--- src/rtl/blink_pkg.sv ---
// Shared types and constants for the LED pattern sequencer.
// Holds the mode and state encodings, the per-mode seeds and the rate field width.
package blink_pkg;

    localparam int RATE_W = 3;

    typedef enum logic [1:0] {
        MODE_COUNT    = 2'd0,
        MODE_WALK     = 2'd1,
        MODE_PINGPONG = 2'd2,
        MODE_BLINK    = 2'd3
    } mode_e;

    typedef enum logic [1:0] {
        IDLE = 2'd0,
        RUN  = 2'd1,
        DONE = 2'd2
    } state_e;

    localparam logic [7:0] SEED_COUNT    = 8'h00;
    localparam logic [7:0] SEED_WALK     = 8'h01;
    localparam logic [7:0] SEED_PINGPONG = 8'h01;
    localparam logic [7:0] SEED_BLINK    = 8'h00;

    localparam logic DIR_LEFT  = 1'b0;
    localparam logic DIR_RIGHT = 1'b1;

    function automatic logic [7:0] mode_seed(input mode_e m);
        logic [7:0] s;
        case (m)
            MODE_COUNT:    s = SEED_COUNT;
            MODE_WALK:     s = SEED_WALK;
            MODE_PINGPONG: s = SEED_PINGPONG;
            default:       s = SEED_BLINK;
        endcase
        return s;
    endfunction

endpackage

--- src/rtl/blink_sequencer_if.sv ---
// Host command / LED status bundle for blink_sequencer (pause only with BLINK_SEQ_PAUSE_EN).
// master = host side, slave = sequencer side.
interface blink_sequencer_if;
    import blink_pkg::*;

    logic              cmd_valid;
    logic              cmd_ready;
    logic [1:0]        cmd_mode;
    logic [RATE_W-1:0] cmd_rate;
    logic [7:0]        cmd_steps;
    logic              abort;
    logic              busy;
    logic              done;
    logic              tick;
    logic [7:0]        q;
`ifdef BLINK_SEQ_PAUSE_EN
    logic              pause;

    modport master (
        output cmd_valid, cmd_mode, cmd_rate, cmd_steps, abort, pause,
        input  cmd_ready, busy, done, tick, q
    );
    modport slave (
        input  cmd_valid, cmd_mode, cmd_rate, cmd_steps, abort, pause,
        output cmd_ready, busy, done, tick, q
    );
`else
    modport master (
        output cmd_valid, cmd_mode, cmd_rate, cmd_steps, abort,
        input  cmd_ready, busy, done, tick, q
    );
    modport slave (
        input  cmd_valid, cmd_mode, cmd_rate, cmd_steps, abort,
        output cmd_ready, busy, done, tick, q
    );
`endif

endinterface

--- src/rtl/blink_tick_gen.sv ---
// Step divider: counts 0..period_m1 while enabled, tick_o high in the terminal cycle.
// Latency: tick is combinational from the count; wraps to 0 on the tick edge.
// Backpressure: enable_i low freezes the count and suppresses tick_o.
module blink_tick_gen #(
    parameter int DIV_W = 25
) (
    input  logic             clk,
    input  logic             rst1,
    input  logic             clear_i,
    input  logic             enable_i,
    input  logic [DIV_W-1:0] period_m1_i,
    output logic             tick_o
);

    logic [DIV_W-1:0] cnt_q, cnt_d;

    assign tick_o = enable_i && (cnt_q == period_m1_i);

    always_comb begin
        cnt_d = cnt_q;
        if (clear_i) begin
            cnt_d = '0;
        end else if (tick_o) begin
            cnt_d = '0;
        end else if (enable_i) begin
            cnt_d = cnt_q + 1'b1;
        end
    end

    always_ff @(posedge clk or posedge rst1) begin
        if (rst1) begin
            cnt_q <= '0;
        end else begin
            cnt_q <= cnt_d;
        end
    end

endmodule

--- src/rtl/blink_sequencer.sv ---
// LED pattern sequencer: runs a latched mode/rate/step-count command on the 8-bit LED bus.
// Latency: busy and seed one cycle after accept; done one cycle after the final tick.
// Backpressure: cmd_ready only in IDLE; optional BLINK_SEQ_PAUSE_EN adds a pause input.
module blink_sequencer
    import blink_pkg::*;
#(
    parameter int CLK_DIV = 25000000,
    parameter int DIV_W   = 25
) (
    input  logic          clk,
    input  logic          rst1,
    blink_sequencer_if.slave bus
);

    localparam logic [31:0] CLK_DIV_U = 32'(CLK_DIV);

    state_e           state_q, state_d;
    mode_e            mode_q, mode_d;
    logic [DIV_W-1:0] pm1_q, pm1_d;
    logic [7:0]       steps_q, steps_d;
    logic [7:0]       step_cnt_q, step_cnt_d;
    logic             dir_q, dir_d;
    logic [7:0]       q_q, q_d;

    logic [31:0]      rate_div;
    logic [DIV_W-1:0] pm1_new;
    logic [7:0]       q_step;
    logic             dir_step;
    logic             clear;
    logic             enable;
    logic             tick;
    logic             pause_w;

`ifdef BLINK_SEQ_PAUSE_EN
    assign pause_w = bus.pause;
`else
    assign pause_w = 1'b0;
`endif

    // Store period-1 so the divider compare never needs a wider-than-DIV_W value.
    assign rate_div = CLK_DIV_U >> bus.cmd_rate;
    assign pm1_new  = (rate_div <= 32'd1) ? '0 : DIV_W'(rate_div - 32'd1);

    // Abort wins over a coinciding tick, so the divider is held off on that edge too.
    assign enable = (state_q == RUN) && !bus.abort && !pause_w;

    blink_tick_gen #(.DIV_W(DIV_W)) u_tick_gen (
        .clk        (clk),
        .rst1       (rst1),
        .clear_i    (clear),
        .enable_i   (enable),
        .period_m1_i(pm1_q),
        .tick_o     (tick)
    );

    always_comb begin
        q_step   = q_q;
        dir_step = dir_q;
        case (mode_q)
            MODE_COUNT: q_step = q_q + 8'd1;
            MODE_WALK:  q_step = {q_q[6:0], q_q[7]};
            MODE_PINGPONG: begin
                q_step = (dir_q == DIR_LEFT) ? {q_q[6:0], 1'b0} : {1'b0, q_q[7:1]};
                if (q_step == 8'h80) begin
                    dir_step = DIR_RIGHT;
                end else if (q_step == 8'h01) begin
                    dir_step = DIR_LEFT;
                end
            end
            default:    q_step = ~q_q;
        endcase
    end

    always_comb begin
        state_d    = state_q;
        mode_d     = mode_q;
        pm1_d      = pm1_q;
        steps_d    = steps_q;
        step_cnt_d = step_cnt_q;
        dir_d      = dir_q;
        q_d        = q_q;
        clear      = 1'b0;
        case (state_q)
            IDLE: begin
                if (bus.cmd_valid) begin
                    state_d    = RUN;
                    mode_d     = mode_e'(bus.cmd_mode);
                    pm1_d      = pm1_new;
                    steps_d    = bus.cmd_steps;
                    step_cnt_d = '0;
                    dir_d      = DIR_LEFT;
                    q_d        = mode_seed(mode_e'(bus.cmd_mode));
                    clear      = 1'b1;
                end
            end
            RUN: begin
                if (bus.abort) begin
                    state_d = IDLE;
                end else if (tick) begin
                    step_cnt_d = step_cnt_q + 8'd1;
                    q_d        = q_step;
                    dir_d      = dir_step;
                    if ((steps_q != 8'd0) && (step_cnt_d == steps_q)) begin
                        state_d = DONE;
                    end
                end
            end
            default: state_d = IDLE;
        endcase
    end

    always_ff @(posedge clk or posedge rst1) begin
        if (rst1) begin
            state_q    <= IDLE;
            mode_q     <= MODE_COUNT;
            pm1_q      <= '0;
            steps_q    <= '0;
            step_cnt_q <= '0;
            dir_q      <= DIR_LEFT;
            q_q        <= 8'h00;
        end else begin
            state_q    <= state_d;
            mode_q     <= mode_d;
            pm1_q      <= pm1_d;
            steps_q    <= steps_d;
            step_cnt_q <= step_cnt_d;
            dir_q      <= dir_d;
            q_q        <= q_d;
        end
    end

    assign bus.cmd_ready = (state_q == IDLE);
    assign bus.busy      = (state_q == RUN);
    assign bus.done      = (state_q == DONE);
    assign bus.tick      = tick;
    assign bus.q         = q_q;

endmodule

--- src/flat_wrapper.sv ---
// flat-port wrapper written by rule: the top's interface ports become plain ports
module blink_sequencer_flat import blink_pkg::*;
#(
    parameter int CLK_DIV = 25000000,
    parameter int DIV_W   = 25
)
  (clk, rst1, bus_cmd_valid, bus_cmd_mode, bus_cmd_rate, bus_cmd_steps, bus_abort, bus_cmd_ready, bus_busy, bus_done, bus_tick, bus_q);
  blink_sequencer_if bus_i ();
  input  logic clk;
  input  logic rst1;
  input wire logic [$bits(bus_i.cmd_valid)-1:0] bus_cmd_valid;
  input wire logic [$bits(bus_i.cmd_mode)-1:0] bus_cmd_mode;
  input wire logic [$bits(bus_i.cmd_rate)-1:0] bus_cmd_rate;
  input wire logic [$bits(bus_i.cmd_steps)-1:0] bus_cmd_steps;
  input wire logic [$bits(bus_i.abort)-1:0] bus_abort;
  output wire logic [$bits(bus_i.cmd_ready)-1:0] bus_cmd_ready;
  output wire logic [$bits(bus_i.busy)-1:0] bus_busy;
  output wire logic [$bits(bus_i.done)-1:0] bus_done;
  output wire logic [$bits(bus_i.tick)-1:0] bus_tick;
  output wire logic [$bits(bus_i.q)-1:0] bus_q;
  assign bus_i.cmd_valid = bus_cmd_valid;
  assign bus_i.cmd_mode = bus_cmd_mode;
  assign bus_i.cmd_rate = bus_cmd_rate;
  assign bus_i.cmd_steps = bus_cmd_steps;
  assign bus_i.abort = bus_abort;
  assign bus_cmd_ready = bus_i.cmd_ready;
  assign bus_busy = bus_i.busy;
  assign bus_done = bus_i.done;
  assign bus_tick = bus_i.tick;
  assign bus_q = bus_i.q;
  blink_sequencer #(.CLK_DIV(CLK_DIV), .DIV_W(DIV_W)) u_core (.clk(clk), .rst1(rst1), .bus(bus_i));
endmodule
--- config.mk ---
export PLATFORM = sky130hd
export DESIGN_NAME = blink_sequencer_flat
export DESIGN_NICKNAME = d
export VERILOG_FILES = /design/src/rtl/blink_pkg.sv /design/src/rtl/blink_sequencer_if.sv /design/src/rtl/blink_tick_gen.sv /design/src/rtl/blink_sequencer.sv /design/src/flat_wrapper.sv
export SDC_FILE = /design/constraint.sdc
export NUM_CORES = 1
export LEC_CHECK = 0
export ABC_AREA = 0
export CORE_ASPECT_RATIO = 1.2
export CORE_MARGIN = 5
export CORE_UTILIZATION = 45
export DETAILED_ROUTE_END_ITERATION = 6
export PLACE_DENSITY = 0.69
export SLEW_MARGIN = 5
export SYNTH_ARGS = -nofsm -noshare
export SYNTH_HDL_FRONTEND = slang
export SYNTH_HIERARCHICAL = 1
export SYNTH_SLANG_ARGS = --single-unit
export TNS_END_PERCENT = 5
--- constraint.sdc ---
create_clock -name clk -period 3 [get_ports clk]
set_clock_uncertainty 0.2 [all_clocks]
set_input_delay 0.3 -clock clk [delete_from_list [all_inputs] [get_ports clk]]
set_output_delay 0.3 -clock clk [all_outputs]
set_load 0.01 [all_outputs]
==> run summary, run 1 <==
Congestion Overflow GR: 0
# resized after CTS: 2
Initial antenna violation count: 0
Total track usage: 18.89%
Row count: 41
Sw Ratio: 29.00%
Max IR drop VDD: 0.2537 mV
Vias: 4050
Starting Density: 45.48%
CP required: 3.02 ns
Wl on met1: 4.965 mm
Top cells by count, synth: nand2_1, dfrtp_1, nor2_1, o21ai_0, nand3_1
CTS max path bufs: 2
Max-Cap Viols: 0
Gpl congestion: 0.8310
Final HPWL DP: 8.307 mm
Sequential share of the synthesized area: 41.74%
Hold crit path type: in2async
Main synth FF type: dfrtp_1
Pins Over Slew Limit: 0
CP arrival: 2.87 ns
Vias in the first global route: 4015
Die height: 122.4 µm
Met2 wire len: 5.994 mm
Pre-CTS setup slack: 0.04904 ns
CTS Sinks: 79
# nets final: 587
CTS root buf: clkbuf_16
Number of hold buffers added after cts: 0
Yosys cell types: 64
Tcrit/Tclk final: 94.88%
Synth Warn #: 6
Fmax: 351.3 MHz
Internal power: 2.059 mW
Synth area leaders: dfrtp_1, nand2_1, xor2_1
R2r setup slk: 0.15 ns
Lkg Pwr: 2.224 nW
WL/cell: 16.68 µm
Pin count of the biggest net entering global routing: 32
Final Hold Vio Count: 0
Unrepaired setup endpoints after global routing: no
Slew headroom: 36.94%
Pwr/cell area: 535.9 mW/mm²
Core area: 0.01041 mm²
Syn Area/Cell: 8.642 µm²
DR vias/cell: 5.786
Clk pin slew, worst setup/hold paths: 0.06 ns
Area leader, netlist: dfrtp_1
Clock group share of total power: 37.7%
Netlist area before placement: 0.004736 mm²
Setup Total Neg Slack: 0 ns
Comb power frac: 16.8%
Worst-path fanout max: 6
ANT nets after route: 0
CTS HTree Levels: 3
Final setup margin: 0.1537 ns
WL met3: 435 µm
Synthesis-stage register bit count: 79
Initial DRC count: 257
Fraction of layout cells with a size suffix above 1: 8.757%
Final setup fails: 0
# port buffers: 28
Drt pass-1 iters: 5
Top routing layer used: met4
Startpoint types: flop
Post-synth EDFFs: 0
Top cell type's share of synthesized area: 41.74%
Most frequent cell after synthesis: nand2_1
Die area: 0.01268 mm²
Sequential Power Share: 45.5%
Area grow syn2layout: 14.29%
Critical path endpoint category: flop
Status: complete, no violations
Least-Margin Pin Slew: 0.9424 ns
WS Path Type: reg2reg
Syn_nets: 569
NetSw: 0.8411 mW
First-pass GRT wire length: 19.83 mm
Post-Syn Instances: 548
Clock insertion delay at the later pin of the skew report: 0.33 ns
DRT Wirelength: 11.68 mm
Post-route minimum period: 2.846 ns
Post-CTS Setup Repair Bufs: 0
I/O pin total: 29
Asr flop ratio synth: 100.0%
Die Wd: 103.7 µm
DR DRC count: 0
Number of fill cells: 973
CTS buffer count: 9
Antenna cell count: 0
CTS tree: yes
==> stage by stage <==
step           hold WS, ns  util (%)  area (µm²)  std cells  power [mW]
6_report           0.04665     51.98        5413        700       2.901
3_3_place_gp        0.2802     49.08        5111        684       1.808
5_1_grt            0.08881     51.98        5413        700       3.062
2_1_floorplan       0.1273         -        4736        548       1.655
4_1_cts            0.05297     51.98        5413        700       2.925
3_5_place_dp        0.2896     49.08        5111        684       1.824
==> registers in the layout (all words and copies together) (netlist names) <==
register,flops
u_core/bus.q,8
u_core/dir_q,1
u_core/mode_q,2
u_core/pm1_q,25
u_core/state_q,2
u_core/step_cnt_q,8
u_core/steps_q,8
u_core/u_tick_gen/cnt_q,25
==> critical path, cell delays in order (launching register included) <==
cell and delay, ns:
dfrtp_1 0.45, xnor2_1 0.20, nand4_1 0.17, or4_4 0.59, nor2_2 0.19, o31a_1 0.18
nand4_1 0.10, nor4_1 0.28, o2111ai_1 0.18, a21o_1 0.21
==> path summary, 6_finish.rpt <==
kind | from | end | cells after the start
max reg2reg | u_core/u_tick_gen/cnt_q[21] | u_core/state_q[0] | 9
max | u_core/u_tick_gen/cnt_q[21] | u_core/state_q[0] | 9
min | rst1 | u_core/steps_q[5] | 2
min in group clk | bus_cmd_steps[3] | u_core/steps_q[3] | 3
max in group asynchronous | rst1 | u_core/pm1_q[4] | 3
min reg2reg | u_core/steps_q[0] | u_core/steps_q[0] | 2
==> power groups by stage <==
stage,sequential [mW],combinational (mW),clock [mW]
CTS,1.32,0.491,1.12
floorplan,1.27,0.385,0
global placement,1.33,0.477,0
detailed placement,1.34,0.487,0
global route,1.34,0.548,1.18
finish,1.32,0.488,1.09
==> layout make-up <==
type	instances	area (µm²)	share of cell area (%)
well taps	129	161.4	2.982
inverters	18	67.56	1.248
flip-flops and latches	79	1977	36.52
multi-input cells	413	2500	46.19
clock inverters	5	57.56	1.063
clock buffers	11	242.7	4.485
repair buffers	45	406.6	7.513
==> layer usage <==
metal | global-route usage, % | vias up
met1 | 23.17 | 1970
met5 | 0 | -
met3 | 3.735 | 26
met2 | 32.50 | 97
met4 | 8.178 | 0
li1 | - | 1957
==> logic make-up (layout without fill, tap and decap cells) <==
kind of cell | Yosys count | count (layout) | share of synthesized area, %
simple gates | 232 | 232 | 23.70
compound gates | 119 | 119 | 16.33
flops | 79 | 79 | 41.74
buf+inv | 56 | 79 | 5.522
xor+xnor | 49 | 49 | 9.221
mux | 9 | 9 | 2.431
fa+ha+maj | 4 | 4 | 1.057
==> placed cells by master (no fill, tap or decap), types with 3 or more instances in the layout <==
master           count
nand3_1             32
a21o_1               6
nand4_1              9
nand2b_1             3
clkbuf_16            9
buf_4               17
o311ai_0             6
o22ai_1              4
nor4_1               6
o31ai_1              5
a22o_1               6
nor2b_1              5
clkinvlp_4           3
xnor2_1             22
and3_1               6
nor3_1               8
xor2_1              26
mux2i_1              7
a211oi_1             4
a21oi_1             20
dfrtp_1             79
nand2_1             88
inv_1               17
o21ai_0             37
clkdlybuf4s50_1     27
or3_1               12
nor2_1              40
or2_2                3
a31oi_1             11
ha_1                 4
(Power assumes the default switching activity.)
==> run 2: changes to the inputs <==
--- a/config.mk
+++ b/config.mk
@@ -11,7 +11,6 @@
 export CORE_UTILIZATION = 45
 export DETAILED_ROUTE_END_ITERATION = 6
 export PLACE_DENSITY = 0.69
-export SLEW_MARGIN = 5
 export SYNTH_ARGS = -nofsm -noshare
 export SYNTH_HDL_FRONTEND = slang
 export SYNTH_HIERARCHICAL = 1
==> results of run 2 <==
The final DEF is identical to that of run 1; final timing and power are the same.
==> run 3: changes to the inputs <==
--- a/config.mk
+++ b/config.mk
@@ -7,7 +7,7 @@
 export LEC_CHECK = 0
 export ABC_AREA = 0
 export CORE_ASPECT_RATIO = 1.2
-export CORE_MARGIN = 5
+export CORE_MARGIN = 3
 export CORE_UTILIZATION = 45
 export DETAILED_ROUTE_END_ITERATION = 6
 export PLACE_DENSITY = 0.69
==> run 3 against run 2 <==
  * Register-to-register slack better by 0.04 ns
  * First-iteration DRC count fell by 14%
  * Largest cell class unchanged
  * Highest routed layer unchanged
  * Largest power group unchanged
  * Global-route usage grew 1.3 points
==> run summary, run 3 (same netlist as run 1, synthesis figures left out) <==
Status: complete, no violations
CTS tree: yes
ANT nets after route: 0 (unchanged)
Max IR drop VDD: 0.2860 mV (+13%)
Fraction of layout cells with a size suffix above 1: 8.596% (-0.16 points)
Most common cell after layout, fill and taps aside: nand2_1
Worst-path fanout max: 5 (-1)
Multi-input logic area: 0.002500 mm² (unchanged)
CP arrival: 2.82 ns (-0.05 ns)
Final HPWL DP: 8.141 mm (-2.0%)
CTS root buf: clkbuf_16
CP required: 3.01 ns (about the same)
Initial antenna violation count: 0 (unchanged)
DRT Wirelength: 11.48 mm (-1.7%)
Initial DRC count: 221 (-14%)
Area grow syn2layout: 14.56%
# port buffers: 28 (unchanged)
Post-route minimum period: 2.803 ns (-0.04375 ns)
I/O pin total: 29 (unchanged)
Register area: 0.001977 mm² (unchanged)
Drt pass-1 iters: 5 (unchanged)
Most frequent cells in the layout: nand2_1, dfrtp_1, nor2_1, o21ai_0, nand3_1
Critical path endpoint category: flop
Clock insertion delay at the later pin of the skew report: 0.33 ns (about the same)
Pins Over Slew Limit: 0 (unchanged)
DR vias/cell: 5.759 (-0.47%)
Non-Filler Instances: 696 (-0.57%)
Hold crit path type: in2async
CTS HTree Levels: 3 (unchanged)
DR DRC count: 0 (unchanged)
Least-Margin Pin Slew: 0.9793 ns (+0.03691 ns)
Tcrit/Tclk final: 93.42% (-1.5 points)
Die area: 0.01180 mm² (-7.0%)
Congestion Overflow GR: 0 (unchanged)
Die Wd: 99.65 µm (-3.9%)
Cell area after layout: 0.005425 mm² (+0.23%)
Final Util: 53.40% (+1.4 points)
Setup Total Neg Slack: 0 ns (unchanged)
DP Cell Count: 680 (-0.58%)
CTS buffer count: 9 (unchanged)
# nets final: 587 (unchanged)
Pin count of the biggest net entering global routing: 55 (+72%)
Vias in the first global route: 3931 (-2.1%)
WL/cell: 16.49 µm (-1.1%)
Unrepaired setup endpoints after global routing: no
Final setup margin: 0.1975 ns (+0.04375 ns)
CTS Sinks: 79 (unchanged)
CTS max path bufs: 2 (unchanged)
Row count: 40 (-2.4%)
Starting Density: 46.61% (+1.1 points)
WS Path Type: reg2reg
Lkg Pwr: 2.253 nW (+1.3%)
Die height: 118.4 µm (-3.3%)
Gpl congestion: 0.8415 (+1.3%)
Fmax: 356.8 MHz (+1.6%)
Final Hold Vio Count: 0 (unchanged)
Total track usage: 20.23% (+1.3 points)
Slew headroom: 34.47% (-2.5 points)
First-pass GRT wire length: 19.40 mm (-2.2%)
Vias: 4008 (-1.0%)
Number of fill cells: 939 (-3.5%)
Pwr/cell area: 547.3 mW/mm² (+2.1%)
Largest registers: u_core/pm1_q: 25 flops, u_core/u_tick_gen/cnt_q: 25 flops
Core area: 0.01016 mm² (-2.4%)
Clk pin slew, worst setup/hold paths: 0.06 ns (about the same)
Pre-CTS setup slack: 0.04424 ns (-0.004803 ns)
Max-Cap Viols: 0 (unchanged)
Final setup fails: 0 (unchanged)
Antenna cell count: 0 (unchanged)
Startpoint types: flop
Placement Cell Area: 0.005100 mm² (-0.22%)
==> run 3: cell types whose count changed in the layout (fill, tap and decap cells not counted) <==
cell	change
bufinv_16	+1
clkinv_2	+1
clkinvlp_4	-3
dlygate4sd2_1	-1
dlymetal6s2s_1	+1
==> run 3: per-stage QoR <==
stage / total power [mW] / hold WS [ns]
detailed placement: 1.826 / 0.2894
finish: 2.969 / 0.1813
CTS: 2.995 / 0.1859
floorplan: 1.655 / 0.1273
global route: 3.114 / 0.2211
global placement: 1.806 / 0.2859
==> run 3: final cells by class <==
class | count | area share, %
Sequential cell | 79 | 36.44
Multi-Input combinational cell | 413 | 46.08
Clock inverter | 4 | 1.292
Timing Repair Buffer | 45 | 7.565
Tap cell | 126 | 2.906
Clock buffer | 11 | 4.474
Inverter | 18 | 1.245
==> run 3: path summary, 6_finish.rpt <==
path | slack, ns | cells after the start | endpoint | start
hold / removal | 0.18 | 3 | u_core/u_tick_gen/cnt_q[10] | rst1
setup / recovery | 0.20 | 9 | u_core/state_q[0] | u_core/u_tick_gen/cnt_q[11]
max in group asynchronous | 1.80 | 3 | u_core/pm1_q[14] | rst1
setup reg to reg | 0.20 | 9 | u_core/state_q[0] | u_core/u_tick_gen/cnt_q[11]
hold reg to reg | 0.30 | 2 | u_core/pm1_q[20] | u_core/pm1_q[20]
min in group clk | 0.30 | 2 | u_core/pm1_q[20] | u_core/pm1_q[20]
==> run 3: worst max-delay path, stage by stage, from the launching register on <==
cell       delay [ns]
dfrtp_1          0.46
xnor2_1          0.21
nand4_1          0.14
or4_4            0.53
nor2_2           0.18
o31a_1           0.16
nand4_1          0.09
nor4_1           0.28
o2111ai_1        0.20
a21o_1           0.22
==> run 3: report_power, final <==
part | total, mW | switching (mW) | internal, mW
clock network | 1.16 | 0.419 | 0.744
registers | 1.31 | 0.141 | 1.17
logic | 0.493 | 0.269 | 0.224
==> run 3: per-layer routing <==
metal	wire, µm	up-vias	track usage [%]
met2	5950	76	35.59
met4	180	0	6.576
met3	348	16	2.538
li1	-	1957	-
met5	0	-	0
met1	4996	1959	25.48
==> run 3: timing repair <==
| action | 4_1_cts | 5_1_grt |
|---|---|---|
| gates resized for setup | 1 | 1 |
| setup endpoints to repair | 1 | 1 |
| hold buffers | 0 | 0 |
| setup buffers | 0 | 1 |
| pin swaps | 0 | 1 |
